<file path="config.mk">
export PLATFORM = sky130hd
export DESIGN_NAME = mem_bus_arbiter
export DESIGN_NICKNAME = d
export VERILOG_FILES = /design/src/rtl/mem_bus_arbiter.sv
export SDC_FILE = /design/constraint.sdc
export NUM_CORES = 1
export LEC_CHECK = 0
export BUFFER_PORTS_ARGS = -buffer_cell sky130_fd_sc_hd__buf_2
export CAP_MARGIN = 25
export CORE_AREA = 3 3 325 327
export DETAILED_ROUTE_END_ITERATION = 8
export DIE_AREA = 0 0 328 330
export SYNTH_ARGS = -nofsm -noshare
export SYNTH_HDL_FRONTEND = slang
export SYNTH_SLANG_ARGS = --single-unit
</file>
<file path="constraint.sdc">
create_clock -name clk_i -period 30.3 [get_ports clk_i]
set_input_delay 4.545 -clock clk_i [delete_from_list [all_inputs] [get_ports clk_i]]
set_output_delay 4.545 -clock clk_i [all_outputs]
set_load 0.03 [all_outputs]
</file>
<file path="src/rtl/mem_bus_arbiter.sv">
// Two-port arbiter for the shared slow_ram bus. Port 0 carries instruction
// fetches and port 1 carries data accesses. One transaction is in flight at a
// time, and each one is bounded by a wait-cycle timeout.
// Optional feature: define ARB_ROUND_ROBIN_EN to get round-robin arbitration.
// When it is undefined, port 1 always wins over port 0.
module mem_bus_arbiter #(
  parameter int unsigned ADDRESS_WIDTH    = 20,
  parameter int unsigned DATA_WIDTH_SHIFT = 4,
  parameter int unsigned TIMEOUT_CYCLES   = 255,
  localparam int unsigned DATA_WIDTH      = (2 ** DATA_WIDTH_SHIFT) * 8,
  localparam int unsigned BEAT_AW         = ADDRESS_WIDTH - DATA_WIDTH_SHIFT
) (
  input  logic                  clk_i,
  input  logic                  rst_i,
  input  logic                  p0_valid_i,
  input  logic [BEAT_AW-1:0]    p0_addr_i,
  input  logic [DATA_WIDTH-1:0] p0_data_i,
  input  logic                  p0_we_i,
  output logic [DATA_WIDTH-1:0] p0_data_o,
  output logic                  p0_ready_o,
  input  logic                  p1_valid_i,
  input  logic [BEAT_AW-1:0]    p1_addr_i,
  input  logic [DATA_WIDTH-1:0] p1_data_i,
  input  logic                  p1_we_i,
  output logic [DATA_WIDTH-1:0] p1_data_o,
  output logic                  p1_ready_o,
  output logic [BEAT_AW-1:0]    mem_addr_o,
  output logic [DATA_WIDTH-1:0] mem_data_o,
  output logic                  mem_we_o,
  output logic                  mem_valid_o,
  input  logic [DATA_WIDTH-1:0] mem_data_i,
  input  logic                  mem_valid_i,
  output logic                  timeout_o
);

  typedef enum logic [1:0] {StIdle, StBusy, StDone} state_e;

  // The transaction aborts when the counter is at this value and no response arrives.
  localparam logic [7:0] TimeoutLast = 8'(TIMEOUT_CYCLES - 1);

  state_e                state_q, state_d;
  logic                  owner_q, owner_d;
  logic [7:0]            wait_cnt_q, wait_cnt_d;
  logic [BEAT_AW-1:0]    mem_addr_q, mem_addr_d;
  logic [DATA_WIDTH-1:0] mem_data_q, mem_data_d;
  logic                  mem_we_q, mem_we_d;
  logic                  mem_valid_q, mem_valid_d;
  logic [DATA_WIDTH-1:0] p0_data_q, p0_data_d;
  logic [DATA_WIDTH-1:0] p1_data_q, p1_data_d;
  logic                  p0_ready_q, p0_ready_d;
  logic                  p1_ready_q, p1_ready_d;
  logic                  timeout_q, timeout_d;
  logic                  grant;
`ifdef ARB_ROUND_ROBIN_EN
  logic                  rr_last_q, rr_last_d;
`endif

  // Winner selection; grant=1 means port 1.
  always_comb begin
`ifdef ARB_ROUND_ROBIN_EN
    if (p0_valid_i && p1_valid_i) begin
      grant = ~rr_last_q;
    end else begin
      grant = p1_valid_i;
    end
`else
    grant = p1_valid_i;
`endif
  end

  // Next-state logic for the FSM and the registered bus outputs.
  always_comb begin
    state_d     = state_q;
    owner_d     = owner_q;
    wait_cnt_d  = wait_cnt_q;
    mem_addr_d  = mem_addr_q;
    mem_data_d  = mem_data_q;
    mem_we_d    = mem_we_q;
    mem_valid_d = mem_valid_q;
    p0_data_d   = p0_data_q;
    p1_data_d   = p1_data_q;
    p0_ready_d  = 1'b0;
    p1_ready_d  = 1'b0;
    timeout_d   = timeout_q;
`ifdef ARB_ROUND_ROBIN_EN
    rr_last_d   = rr_last_q;
`endif
    unique case (state_q)
      StIdle: begin
        if (p0_valid_i || p1_valid_i) begin
          owner_d     = grant;
          mem_addr_d  = grant ? p1_addr_i : p0_addr_i;
          mem_data_d  = grant ? p1_data_i : p0_data_i;
          mem_we_d    = grant ? p1_we_i : p0_we_i;
          mem_valid_d = 1'b1;
          wait_cnt_d  = '0;
          state_d     = StBusy;
`ifdef ARB_ROUND_ROBIN_EN
          rr_last_d   = grant;
`endif
        end
      end
      StBusy: begin
        wait_cnt_d = wait_cnt_q + 8'd1;
        // A response on the last allowed cycle still counts as success.
        if (mem_valid_i || (wait_cnt_q == TimeoutLast)) begin
          mem_valid_d = 1'b0;
          state_d     = StDone;
          timeout_d   = timeout_q | ~mem_valid_i;
          if (owner_q) begin
            p1_data_d  = mem_valid_i ? mem_data_i : '0;
            p1_ready_d = 1'b1;
          end else begin
            p0_data_d  = mem_valid_i ? mem_data_i : '0;
            p0_ready_d = 1'b1;
          end
        end
      end
      StDone: begin
        state_d = StIdle;
      end
      default: begin
        state_d = StIdle;
      end
    endcase
  end

  // State and output registers, cleared asynchronously.
  always_ff @(posedge clk_i or posedge rst_i) begin
    if (rst_i) begin
      state_q     <= StIdle;
      owner_q     <= 1'b0;
      wait_cnt_q  <= '0;
      mem_addr_q  <= '0;
      mem_data_q  <= '0;
      mem_we_q    <= 1'b0;
      mem_valid_q <= 1'b0;
      p0_data_q   <= '0;
      p1_data_q   <= '0;
      p0_ready_q  <= 1'b0;
      p1_ready_q  <= 1'b0;
      timeout_q   <= 1'b0;
`ifdef ARB_ROUND_ROBIN_EN
      rr_last_q   <= 1'b1;
`endif
    end else begin
      state_q     <= state_d;
      owner_q     <= owner_d;
      wait_cnt_q  <= wait_cnt_d;
      mem_addr_q  <= mem_addr_d;
      mem_data_q  <= mem_data_d;
      mem_we_q    <= mem_we_d;
      mem_valid_q <= mem_valid_d;
      p0_data_q   <= p0_data_d;
      p1_data_q   <= p1_data_d;
      p0_ready_q  <= p0_ready_d;
      p1_ready_q  <= p1_ready_d;
      timeout_q   <= timeout_d;
`ifdef ARB_ROUND_ROBIN_EN
      rr_last_q   <= rr_last_d;
`endif
    end
  end

  assign mem_addr_o  = mem_addr_q;
  assign mem_data_o  = mem_data_q;
  assign mem_we_o    = mem_we_q;
  assign mem_valid_o = mem_valid_q;
  assign p0_data_o   = p0_data_q;
  assign p1_data_o   = p1_data_q;
  assign p0_ready_o  = p0_ready_q;
  assign p1_ready_o  = p1_ready_q;
  assign timeout_o   = timeout_q;

endmodule

</file>
# Yosys cells after proc, flatten, opt, wreduce, memory -nomap -nowiden
# Index checks and enable logic that the tools add are counted.
# op_classes
add_sub_neg	1
multipliers	0
n_div	0
order_cmp	0
eq_ne	4
shift	0
mux	18
n_bitwise	3
n_reduce_logical	11
# op_table
cell	n
$mux W128	2
$mux W16	1
$pmux W8 S2	1
$mux W1	9
$reduce_and A3 Y1	3
$add A8 B1 Y8 const B	1
$eq A8 B8 Y1 const B	1
$mux W8	1
$reduce_and A2 Y1	4
$mux W2	2
$ne A2 B2 Y1 const B	2
$pmux W2 S2	1
$eq A2 B1 Y1 const B	1
$logic_not A2 Y1	1
$logic_or A1 B1 Y1	2
$not A1 Y1	2
$pmux W1 S2	1
$reduce_bool A2 Y1	1
$or A1 B1 Y1	1
# totals
regBits	416
latch_bits	0
ram_bits	0
romBits	0
inputBits	423
elab_cells	49
n_memories	0

# Logic depth before layout (Yosys ltp)
# Gate-level depths: netlist of run 1.
# logic_depth
depth_word	4
mapped_depth	7
ltp_nobuf	5

# Least setup slack after synthesis of run 1
# Ideal clock, no wire load.
# synth_timing
path_kind	input to register
startpoint	input port p1_valid_i
endpoint	register mem_data_q[10] (netlist: mem_data_o[10])
setup_time_ns	0.125
t_arrival_ns	5.576
required_time_ns	30.175
slack_ns	24.599
path_stages	5
path_cell_list	buf_2 > buf_4 > buf_1 > mux2i_1 > o21ai_1
# synth_via
elab_chain_len	2
# synth_rtl
element	line	rtl
start, declared	21	input logic p1_valid_i,
$logic_or A1 B1 Y1	90	if (p0_valid_i || p1_valid_i) begin
$reduce_and A2 Y1 (no line)	n/a	
end signal, assigned	151	mem_data_q <= mem_data_d;
end, declared	45	logic [DATA_WIDTH-1:0] mem_data_q, mem_data_d;
# Parallel ways exist; a longest one is shown, timed or not.
# A chain may end at the register's enable or synchronous reset.

# Worst setup path in the final report of run 1
# layout_timing
startpoint	input port p1_valid_i
endpoint	register mem_data_q[9] (netlist: mem_data_o[9])
# Same word-level chain as after synthesis.

==> run summary, run 1 <==
The kind of critical path was input pin to flop. The final clock period utilization by the worst path was 0.217. The switching share of power came out at 0.467. The overflow left after global routing was 0.

The largest total area in the synthesized netlist belongs to sky130_fd_sc_hd__dfrtp_1. The number of nets with antenna violations after detailed routing is 0. Primary flip-flop cell chosen by synthesis mapping: sky130_fd_sc_hd__dfrtp_1. The number of detailed-route iterations in the first pass came out at 9. The total negative setup slack came out at 0 ps. The number of different library cells used by synthesis comes to 39. The floorplan step defined a core boundary enclosing 103000 sq um. The routed layout has 17500 vias. Counting flops with a built-in enable in the synthesized netlist gives 0. The post-cts repair resize count was 0; the maximum level of the CTS H-tree was 2. For the final worst hold slack, the log shows 476 ps. The power density over cell area works out to 116 nW/um^2. The mean area per synthesized cell works out to 10.2 sq um.

The fraction of synthesis flops using an asynchronous set or reset pin works out to 1.00. The path class of the tightest hold or removal check is flop to flop. The count of input and output buffers is 827.

The tools report the startpoint kind of the worst setup timing path as an input pin. The cell count after synthesis was 1824. The placed instances occupy a cell area of 23900 sq um.

Ranked by instance count, the synthesized netlist is headed by sky130_fd_sc_hd__o21ai_0 (421), sky130_fd_sc_hd__dfrtp_1 (416), sky130_fd_sc_hd__inv_1 (260), sky130_fd_sc_hd__a22oi_1 (256), sky130_fd_sc_hd__mux2i_1 (148). In the post-route analysis, the smallest setup slack over all paths is 23710 ps. The clock period minus worst slack is 6590 ps. The logs give 600 ps for the latest clock arrival within the worst-skew pair and 23130 ps for the setup slack at placement.

The share of power burned in registers is 0.323. The tools report the first-pass GRT wire length as 118000 um. The number of antenna violations at the first check in global routing was 55; the post-route cell area was 25600 sq um.

The hold buffer count at CTS is 0. The worst-case headroom to the max-slew limit was 0.349; the combinational cell fraction of total power was 0.473. From synthesis to final layout, the design area changed by 37.1%.

The logs give 0 for the number of max-cap violations and 0.145 for the total routing usage reported by global routing. The leading cell type by number of instances after synthesis was sky130_fd_sc_hd__o21ai_0. Entering global routing, the biggest net connects 109 pins.

Counting along the longest clock path gives a buffer depth of 3. Internal power comes to 1580 uW. The tools report the row count as 118. For this design the static power due to leakage is 0.0129 uW.

Counting the fill cells in the layout gives 11100. The die covers 108000 sq um. In this run, CTS created clock tree buffers numbering 48. The critical path data required time was 30750 ps; the post-route clock skew was 18.8 ps.

The DRC violation count after routing is 1, and the top cell type's share of synthesized area is 0.558. Counting every sink on the clock net gives 416. The register area share after synthesis came out at 0.558. For the post-synthesis net count, the log shows 2249.

For this run, the number of Yosys warnings is 0. Detailed placement ended at an HPWL of 61700 um. The die is 330 um tall. The final layout contains routed wiring with a total length of 83600 um.

Setup violations remaining at the end of the flow were counted as 0. The run gives 1380 uW as the switching component of the power. TritonCTS built the clock tree. The logs give 0.248 for the post-layout utilization of the core and 0.0534 mV for the worst voltage drop across the vdd grid. For the total count of max-transition violations in the final report, the log shows 0.

Sorting the synthesized cells by area gives the leading types as sky130_fd_sc_hd__dfrtp_1 (56%), sky130_fd_sc_hd__o21ai_0 (11%), sky130_fd_sc_hd__a22oi_1 (10%). The endpoint class of the critical path is a flop. Data on the critical path arrives at its endpoint at 7040 ps. The via count of the first global-routing pass is 16700, and the first-iteration detailed-routing DRC count is 1164.

At the pin with the least slew margin, the transition time is 977 ps. The total setup buffers inserted after CTS came out at 0. The checks that failed: DRC. After clock tree synthesis, the clock-pin slew on the worst setup and hold paths is 60 ps. CTS placed an instance of sky130_fd_sc_hd__clkbuf_16 at the clock tree root. The run gives 0.203 as the clock share of power. Setup repair after global routing left no endpoint under its margin. The share of final-layout standard cells stronger than drive strength 1 works out to 0.358.

The logs give 828 for the number of top-level design ports and 0.181 for the effective utilization at floorplan. In this run the horizontal extent of the chip is 328 um. The final layout contains 2997 nets.

The timing-limited maximum frequency came out at 152 MHz. After detailed routing, the average wire length per cell comes to 20.9 um. The number of hold-slack violations in the final timing report was 0. The maximum net fanout on the critical path works out to 52. Counting flops and latches in the post-synthesis netlist gives 416. Summing every instance area after synthesis gives 18600 sq um. The run finished, with violations left.

Using the TritonRoute via totals, the vias-per-cell ratio works out to 4.38. The run gives 0.832 as the global placement routability congestion.
-- kinds of logic after synthesis --
| group | synth area share |
|---|---|
| AOI/OAI and AO/OA | 0.256 |
| adders and majority gates | 0.00134 |
| buffers and inverters | 0.0954 |
| DFF | 0.558 |
| muxes | 0.0803 |
| and+or+nand+nor | 0.00839 |
-- metrics by stage --
stage	instances	total power, uW
after detailed placement	3902	2380
final	3996	2960
after CTS	3989	3000
after global placement	3902	2350
after global routing	3994	3150
after floorplan	1824	1920
-- state kept, by name, indices dropped and copies added (netlist names), 2 cells and up --
| register | cells |
|---|---|
| mem_data_o | 128 |
| state_q | 2 |
| p1_data_o | 128 |
| mem_addr_o | 16 |
| wait_cnt_q | 8 |
| p0_data_o | 128 |
-- layout by cell type, fill, tap and decap left out, drive strengths merged, types with 6 or more instances in the layout --
| master | count |
|---|---|
| buf | 849 |
| o21ai | 551 |
| dfrtp | 416 |
| inv | 263 |
| a22oi | 256 |
| mux2i | 148 |
| clkbuf | 71 |
| clkinv | 9 |
| diode | 7 |
| nand2 | 6 |
-- worst max-delay path, stage by stage --
cell	delay, ps
sky130_fd_sc_hd__buf_8	340
sky130_fd_sc_hd__buf_4	750
sky130_fd_sc_hd__buf_4	840
sky130_fd_sc_hd__mux2i_1	310
sky130_fd_sc_hd__o21ai_1	80
-- path summary, 6_finish.rpt --
check / from / endpoint / slack, ps / cells past startpoint
worst max-delay path: p1_valid_i / mem_data_o[9]$_DFFE_PP0P_ / 23710 / 5
worst min-delay path: wait_cnt_q[7]$_DFFE_PP0P_ / wait_cnt_q[7]$_DFFE_PP0P_ / 480 / 1
worst max register to register: wait_cnt_q[0]$_DFFE_PP0P_ / p0_data_o[50]$_DFFE_PP0P_ / 27020 / 7
worst min register to register: wait_cnt_q[7]$_DFFE_PP0P_ / wait_cnt_q[7]$_DFFE_PP0P_ / 480 / 1
max in group asynchronous: rst_i / mem_data_o[10]$_DFFE_PP0P_ / 23940 / 4
min in group asynchronous: rst_i / p1_data_o[11]$_DFFE_PP0P_ / 4120 / 2
-- layer usage --
layer,GRT usage,wire length (um),up-vias
met5,0,84,-
met4,0.0370,2310,14
met3,0.0434,7620,175
met2,0.242,40400,848
met1,0.184,33200,8540
li1,-,-,7913
-- layout make-up --
| class | instances | area, sq um | share of cell area |
|---|---|---|---|
| flip-flops and latches | 416 | 10400 | 0.407 |
| repair buffers | 849 | 4310 | 0.169 |
| clock buffers | 71 | 1400 | 0.0547 |
| clock inverters | 16 | 214 | 0.00837 |
| well taps | 1380 | 1730 | 0.0676 |
| inverters | 260 | 983 | 0.0385 |
| diodes | 7 | 17.5 | 0.000685 |
| multi-input cells | 997 | 6490 | 0.254 |
-- power groups by stage --
stage          Sequential (uW)  Combinational [uW]  Clock, uW
2_1_floorplan             1400                 516          0
3_3_place_gp               950                1400          0
3_5_place_dp               958                1420          0
4_1_cts                    955                1420        624
5_1_grt                    989                1520        644
6_report                   956                1400        602
(Power assumes the default switching activity.)
==> run 2: changes to the inputs <==
- CORE_AREA: 3 3 325 327 -> 3 3 319 321
- DIE_AREA: 0 0 328 330 -> 0 0 322 324
- clock period: 30.3 -> 5.85 ns (I/O delays scaled with it)
==> run summary, run 2 (synthesis gave the netlist of run 1 again) <==
The post-route clock skew is 21.5 ps. Data arrival time at the worst-slack endpoint: 3230 ps. Across the run, the number of max-cap violations was 0. The share of final-layout standard cells stronger than drive strength 1 is 0.357. TritonCTS created 50 clock buffers. The run gives 49 as the number of antenna violations at the first check in global routing.

The total count of max-transition violations in the final report was 0. The die is 322 um wide. The congestion estimate from routability-driven global placement came to 0.825. The floorplan has 116 rows. Compared with the post-synthesis result, the final layout area differs by 37.2%. The worst-case headroom to the max-slew limit came out at 0.235. The total via count in the routed design came out at 17200. The number of hold-slack violations in the final timing report is 0. The total setup buffers inserted after CTS came out at 0.

The critical path data required time came out at 6310 ps. The total routing usage reported by global routing was 0.147. For the effective utilization at floorplan, the log shows 0.187.

The startpoint kind of the worst setup timing path was a flop. Power comes to 15400 uW. The run gives 0 as the DRC violation count after routing. Based on the critical path, the design can be clocked at up to 361 MHz. For the core area, the log shows 99600 sq um. By instance count, the cell type seen most on the critical path is sky130_fd_sc_hd__or2_4.

The slowest cell on the critical path is sky130_fd_sc_hd__or2_4. The first global-routing pass estimated 116000 um of wire. The run gives 600 ps as the latest clock arrival within the worst-skew pair. The kind of cell with the highest combined delay on the critical path was simple AND/OR/NAND/NOR gates.

Post-cts repair resize count: 0. The clock net sink count is 416, and the count of placed standard cells in the final layout, fillers left out is 3920. After detailed routing, the average wire length per cell comes to 21.0 um. The logs give 104000 sq um for the area of the die and 0 for the overflow left after global routing. For the leakage power, the log shows 0.0130 uW. The maximum level of the CTS H-tree was 2. Largest stage delay on the critical path: 800 ps. STA classifies the critical path endpoint as a flop. The count of input and output buffers came out at 827. The most common library cell in the layout ignoring fill and taps is sky130_fd_sc_hd__buf_2. The most critical setup path has its startpoint at state_q[1]$_DFFE_PP0P_.

The flow ran to the end, and the final reports show no timing, DRC or antenna violations. TritonCTS built the clock tree. In this run the vertical extent of the chip is 324 um. The critical path in this run is classified as flop to flop. The number of nets in the finished design came out at 2994. Leaving out fill and tap cells, the most frequent cells in the layout are sky130_fd_sc_hd__buf_2 (826), sky130_fd_sc_hd__o21ai_0 (421), sky130_fd_sc_hd__dfrtp_1 (416). The tools report the worst reg2reg path endpoint as mem_we_o$_DFFE_PP0P_.

The HPWL after detailed placement is 60000 um. Setup repair after global routing left no endpoint under its margin. The via count of the first global-routing pass is 16600, and the final clock period utilization by the worst path is 0.473. The transition time at the pin with the least slew margin was 1150 ps; the number of nets with antenna violations after detailed routing was 0. The worst register-to-register path begins at state_q[1]$_DFFE_PP0P_.

Summed over all layers, the routed wires come to 82200 um. The maximum net fanout on the critical path came out at 78. The number of top-level design ports is 828.

The clock period minus worst slack came out at 2770 ps. The setup check on the worst reg-to-reg path leaves a slack of 3080 ps. Clock-pin slew reported for the worst setup and hold paths after clock tree synthesis: 60 ps. For this run, the detailed router's first-pass iteration total came to 7. Power density over cell area: 600 nW/um^2. The total buffers and inverters traversed by the critical path is 1, and the setup-violating endpoint count in the final report is 0. Worst voltage drop across the vdd grid: 0.386 mV.

Counting along the longest clock path gives a buffer depth of 3. The critical path crosses 4 cells after its start point. Including well taps, the total number of placed cells is 3815. After detailed routing, the number of vias per cell comes to 4.39.

The run gives 0 as the hold buffer count at CTS. The first-iteration detailed-routing DRC count is 1380. The tree is rooted in a sky130_fd_sc_hd__clkbuf_16.

Worst hold-check path type: input pin to async pin. Traced cell by cell, the critical path runs through or2_4, or2_4, buf_12, o21ai_0. Measured in cells, the most critical reg-to-reg path has a length of 4. The pin count of the biggest net entering global routing was 153.
[run 2: cell count changes in the layout (fill, tap and decap cells not counted)]
cell                         previous run  this run
sky130_fd_sc_hd__clkinv_2               5         6
sky130_fd_sc_hd__bufinv_16              4         3
sky130_fd_sc_hd__inv_8                  1         0
sky130_fd_sc_hd__clkbuf_8              11        12
sky130_fd_sc_hd__clkinv_4               3         1
sky130_fd_sc_hd__clkinvlp_4             0         4
sky130_fd_sc_hd__diode_2                7        16
sky130_fd_sc_hd__inv_6                  3         0
sky130_fd_sc_hd__clkbuf_1              12        13
sky130_fd_sc_hd__buf_12                 0        10
sky130_fd_sc_hd__buf_4                 22         7
sky130_fd_sc_hd__clkbuf_16             48        50
[run 2: stage by stage]
stage	worst slack (ps)	area, sq um	setup TNS, ps	hold WS, ps	util
after floorplan	-637	18600	-265020	443	-
after global placement	3110	23900	0	453	0.240
after detailed placement	3060	23900	0	460	0.240
after CTS	3050	25500	0	359	0.257
after global routing	2870	25600	0	383	0.257
final	3080	25600	0	404	0.257
[run 2: how the worst max path moves through the flow]
stage                                 to  slack, ps
4_1_cts             mem_we_o$_DFFE_PP0P_       3050
3_5_place_dp   mem_addr_o[6]$_DFFE_PP0P_       3060
5_1_grt             mem_we_o$_DFFE_PP0P_       2870
3_3_place_gp   p1_data_o[34]$_DFFE_PP0P_       3110
6_report            mem_we_o$_DFFE_PP0P_       3080
2_1_floorplan  mem_addr_o[0]$_DFFE_PP0P_       -640
[run 2: worst reg2reg max path: cells and delay by family (launching register included)]
kind                   cells  cell delay, ps
flip-flops                 1             520
AND/OR/NAND/NOR            2            1440
buffers and inverters      1             390
AO/OA/AOI/OAI              1             280
[run 2: where the power goes]
| part | internal (uW) | switching [uW] |
|---|---|---|
| logic | 2230 | 5040 |
| registers | 4120 | 830 |
| clock network | 1850 | 1270 |
| total | 8200 | 7150 |
[run 2: layout make-up]
class | instances | area, sq um
timing repair buffer | 844 | 4400
multi-input combinational | 997 | 6490
fill | 10700 | 74000
tap | 1298 | 1620
clock buffer | 75 | 1470
inverter | 260 | 980
sequential | 416 | 10400
clock inverter | 14 | 168
antenna | 16 | 40.0
[run 2: layer usage]
| layer | vias up | GRT usage | wire length (um) | part of all wire |
|---|---|---|---|---|
| li1 | 7919 | - | - | - |
| met1 | 8380 | 0.179 | 32600 | 0.40 |
| met2 | 773 | 0.245 | 39600 | 0.48 |
| met3 | 143 | 0.0547 | 7880 | 0.096 |
| met4 | 6 | 0.0426 | 2100 | 0.026 |
| met5 | - | 0 | 41 | 0.00050 |
==> run 3: changes to the inputs <==
- ABC_AREA: unset -> 1
- CORE_AREA: 3 3 319 321 -> 3 3 323 325
- DIE_AREA: 0 0 322 324 -> 0 0 326 328
- clock period: 5.85 -> 2.45 ns (I/O delays scaled with it)
==> run summary, run 3 <==
The run gives 3306 as the number of nets in the finished design. Setup total negative slack on the finished layout was measured at 0 ps. Number of hold-slack violations in the final timing report: 0. The die is 326 um wide. The maximum net fanout on the critical path works out to 24. Setup violations remaining at the end of the flow were counted as 0. The tools report the combinational cell fraction of total power as 0.474. The number of clock buffers added by TritonCTS is 49.

The most used flip-flop cell after synthesis is sky130_fd_sc_hd__dfrtp_1. The top cell type's share of synthesized area is 0.580. The most common cell in the synthesized netlist is sky130_fd_sc_hd__nand2_1. The min-delay analysis places its worst path in the category input pin to flop.

The slowest stage of the critical path belongs to the cell sky130_fd_sc_hd__nand3_4. Across the run, the number of max-cap violations was 0. The total count of max-transition violations in the final report is 0. The average instance in the mapped netlist occupies 8.89 sq um. The power density over cell area was 1430 nW/um^2. Instance area after placement: 23600 sq um. The logs give 0.310 for the worst-case headroom to the max-slew limit and 17800 for the via count of the first global-routing pass.

Worst reg-to-reg path cell count: 10. In the synthesized netlist, the number of instances is 2017. The run gives 3 as the maximum number of buffers from clock root to sink.

By count the netlist is led by sky130_fd_sc_hd__nand2_1 (677), sky130_fd_sc_hd__dfrtp_1 (416), sky130_fd_sc_hd__nor2_1 (295), sky130_fd_sc_hd__nand4_1 (259), sky130_fd_sc_hd__o31ai_1 (145). Leaving out filler cells and counting taps, the final layout contains 4304. Synthesis inferred 416 register bits. The largest single stage delay on the critical path is 430 ps.

Buffers placed on the I/O ports in this run total 827. The clock share of power came out at 0.213. The run gives 167 as the pin count of the biggest net entering global routing.

The detailed router finished its first iteration with 1292 violations. For the data arrival time at the worst-slack endpoint, the log shows 2590 ps. The share of final-layout standard cells stronger than drive strength 1 is 0.335.

Total routing usage reported by global routing: 0.147. Routability-driven placement finished with a final weighted congestion of 0.881. The switching share of power is 0.477, and the post-synthesis net count is 2442. The final layout contains routed wiring with a total length of 83000 um. The cell taking the most area after synthesis is sky130_fd_sc_hd__dfrtp_1.

Counting flops with a built-in enable in the synthesized netlist gives 0. The pre-antenna-repair detailed-routing pass consisted of 5 iterations. The filler cells instantiated in the layout total 11000.

The run gives 0.0139 uW as the leakage power. In the final routed layout, each cell accounts on average for 19.3 um. TritonCTS built the clock tree.

The clock net sink count was 416; the number of nets with antenna violations after detailed routing was 0. Final clock period utilization by the worst path: 0.861. Leaving out fill and tap cells, the most frequent cells in the layout are sky130_fd_sc_hd__buf_2 (825), sky130_fd_sc_hd__nand2_1 (677), sky130_fd_sc_hd__dfrtp_1 (415). Endpoint class of the critical path: a flop. The die covers 107000 sq um. Summing all non-filler instances in the final layout gives an area of 26500 sq um. After detailed routing, the number of vias per cell comes to 4.27. The combined area of the multi-input logic cells is 6540 sq um. The startpoint kind of the worst setup timing path is a flop.

The post-route clock skew came out at 19.4 ps. The tools report the master cell of the clock root buffer as sky130_fd_sc_hd__clkbuf_16. After floorplanning, the core was sized to cover 102000 sq um. The register area share after synthesis is 0.580.

The kind of critical path was flop to flop. The critical path data required time is 2930 ps. Die span in y: 328 um. The run gives 117 as the row count.

The effective utilization at floorplan was 0.176. The cell internal power dissipation was 19900 uW; the timing-limited maximum frequency was 474 MHz. Setup repair after global routing left no endpoint under its margin.

The number of gates resized after CTS was 0. The first-pass GRT wire length is 119000 um, and the fraction of synthesis flops using an asynchronous set or reset pin is 1.00. The area overhead of the layout relative to synthesis came out at 47.8%. During synthesis, Yosys emitted a total of 0 warnings. The number of antenna violations at the first check in global routing was 45; the latest clock arrival within the worst-skew pair was 600 ps. Counting instances, the worst hold path has a depth of 3.

Clock-pin slew was measured on the worst setup and hold paths at 60 ps. Share of power burned in registers: 0.313. The tools report the DRC violation count after routing as 0. After synthesis the cells add up to 17900 sq um.

Leaving out fill and tap cells, the most frequent cell in the layout is sky130_fd_sc_hd__buf_2. During I/O placement, the number of pins put on the boundary was 828. The run finished with clean final reports.

After detailed placement, the design holds a cell count of 4090. For the storage element area, the log shows 10400 sq um. Yosys attributes the largest share of cell area to sky130_fd_sc_hd__dfrtp_1 (58%), sky130_fd_sc_hd__nand2_1 (14%), sky130_fd_sc_hd__nand4_1 (9.0%). The worst voltage drop across the vdd grid came out at 0.774 mV. The tools report the number of different library cells in the post-synthesis netlist as 21. CTS built an H-tree with a depth of 2.

For this block, the via count after detailed routing is 18400. The analysis attributes to net switching a power of 18100 uW. The clock period minus worst slack is 2110 ps, and the transition time at the pin with the least slew margin is 1030 ps.

The detailed-placement wirelength estimate came out at 62800 um. Counting stages on the worst path, the most repeated cell is sky130_fd_sc_hd__nand2_1. After global routing the overflow that remains totals 0.

The signal on the critical path passes through inv_1, ha_1, inv_1, nor2_1, nand2_1, nand2_2, nand3_4, buf_12, nand2_1, nand2_1.
run 3: changes by cell type after synthesis, sizes merged, moves of 4 or more:
cell / previous run / this run
a22oi: 256 / 0
nand4: 2 / 259
nand2: 6 / 679
nand3: 1 / 7
inv: 260 / 20
buf: 62 / 90
nor2: 5 / 295
o31ai: 2 / 145
o21ai: 551 / 8
mux2i: 148 / 0
a21oi: 1 / 5
run 3: repair_timing:
item / 4_1_cts / 5_1_grt
setup endpoints to repair: 0 / 0
setup buffers: 0 / 0
hold buffers: 108 / 0
hold endpoints to repair: 252 / 0
run 3: layer usage:
| layer | GRT usage | vias to the layer above | share of wire |
|---|---|---|---|
| met5 | 0 | - | 0.0019 |
| met4 | 0.0537 | 24 | 0.033 |
| met3 | 0.0534 | 151 | 0.092 |
| met2 | 0.245 | 809 | 0.48 |
| met1 | 0.174 | 8842 | 0.39 |
| li1 | - | 8560 | - |
run 3: critical path, delay by kind of cell (launching register included):
kind,cells,cell delay (ps)
buffers and inverters,3,520
AND/OR/NAND/NOR,6,860
adder cells (fa/ha/maj),1,160
flip-flops,1,380
run 3: final timing paths:
check                                           startpoint                     endpoint  slack (ps)
worst max register to register   wait_cnt_q[0]$_DFFE_PP0P_    p1_data_o[91]$_DFFE_PP0P_         340
worst min register to register  p1_data_o[114]$_DFFE_PP0P_   p1_data_o[114]$_DFFE_PP0P_         460
max in group asynchronous                            rst_i  mem_data_o[110]$_DFFE_PP0P_        1210
worst max-delay path             wait_cnt_q[0]$_DFFE_PP0P_    p1_data_o[91]$_DFFE_PP0P_         340
min in group asynchronous                            rst_i   mem_data_o[10]$_DFFE_PP0P_         450
worst min-delay path                          p0_addr_i[7]    mem_addr_o[7]$_DFFE_PP0P_          50
run 3: kinds of logic (layout without fill, tap and decap cells):
family	count (synthesis)	in the layout	share of synthesized area
compound gates	159	159	0.0647
flops	416	416	0.580
other cells	0	17	0
buf+inv	199	1101	0.0562
fa+ha+maj	2	2	0.00139
simple gates	1241	1241	0.297
run 3: power by group through the flow:
stage / clock network (uW) / registers [uW] / logic [uW]
6_report: 8100 / 11900 / 18000
5_1_grt: 8580 / 12300 / 19300
4_1_cts: 8330 / 11900 / 18200
3_5_place_dp: 0 / 11900 / 18100
3_3_place_gp: 0 / 11900 / 17900
2_1_floorplan: 0 / 17900 / 5620
run 3: final cells by class:
class | instances | area share
sequential | 416 | 0.393
inverter | 20 | 0.00345
clock buffer | 67 | 0.0541
tap | 1368 | 0.0646
clock inverter | 22 | 0.0135
multi-input combinational | 1402 | 0.247
timing repair buffer | 992 | 0.223
antenna | 17 | 0.00161
run 3: per-stage QoR:
step / hold slack [ps] / utilization / setup slack (ps) / power, uW
after floorplan: 482 / - / -3530 / 23500
after global placement: 449 / 0.232 / 330 / 29800
after detailed placement: 453 / 0.232 / 303 / 30000
after CTS: 0.288 / 0.260 / 284 / 38400
after global routing: 20.7 / 0.260 / 130 / 40100
final: 48.9 / 0.260 / 340 / 38000
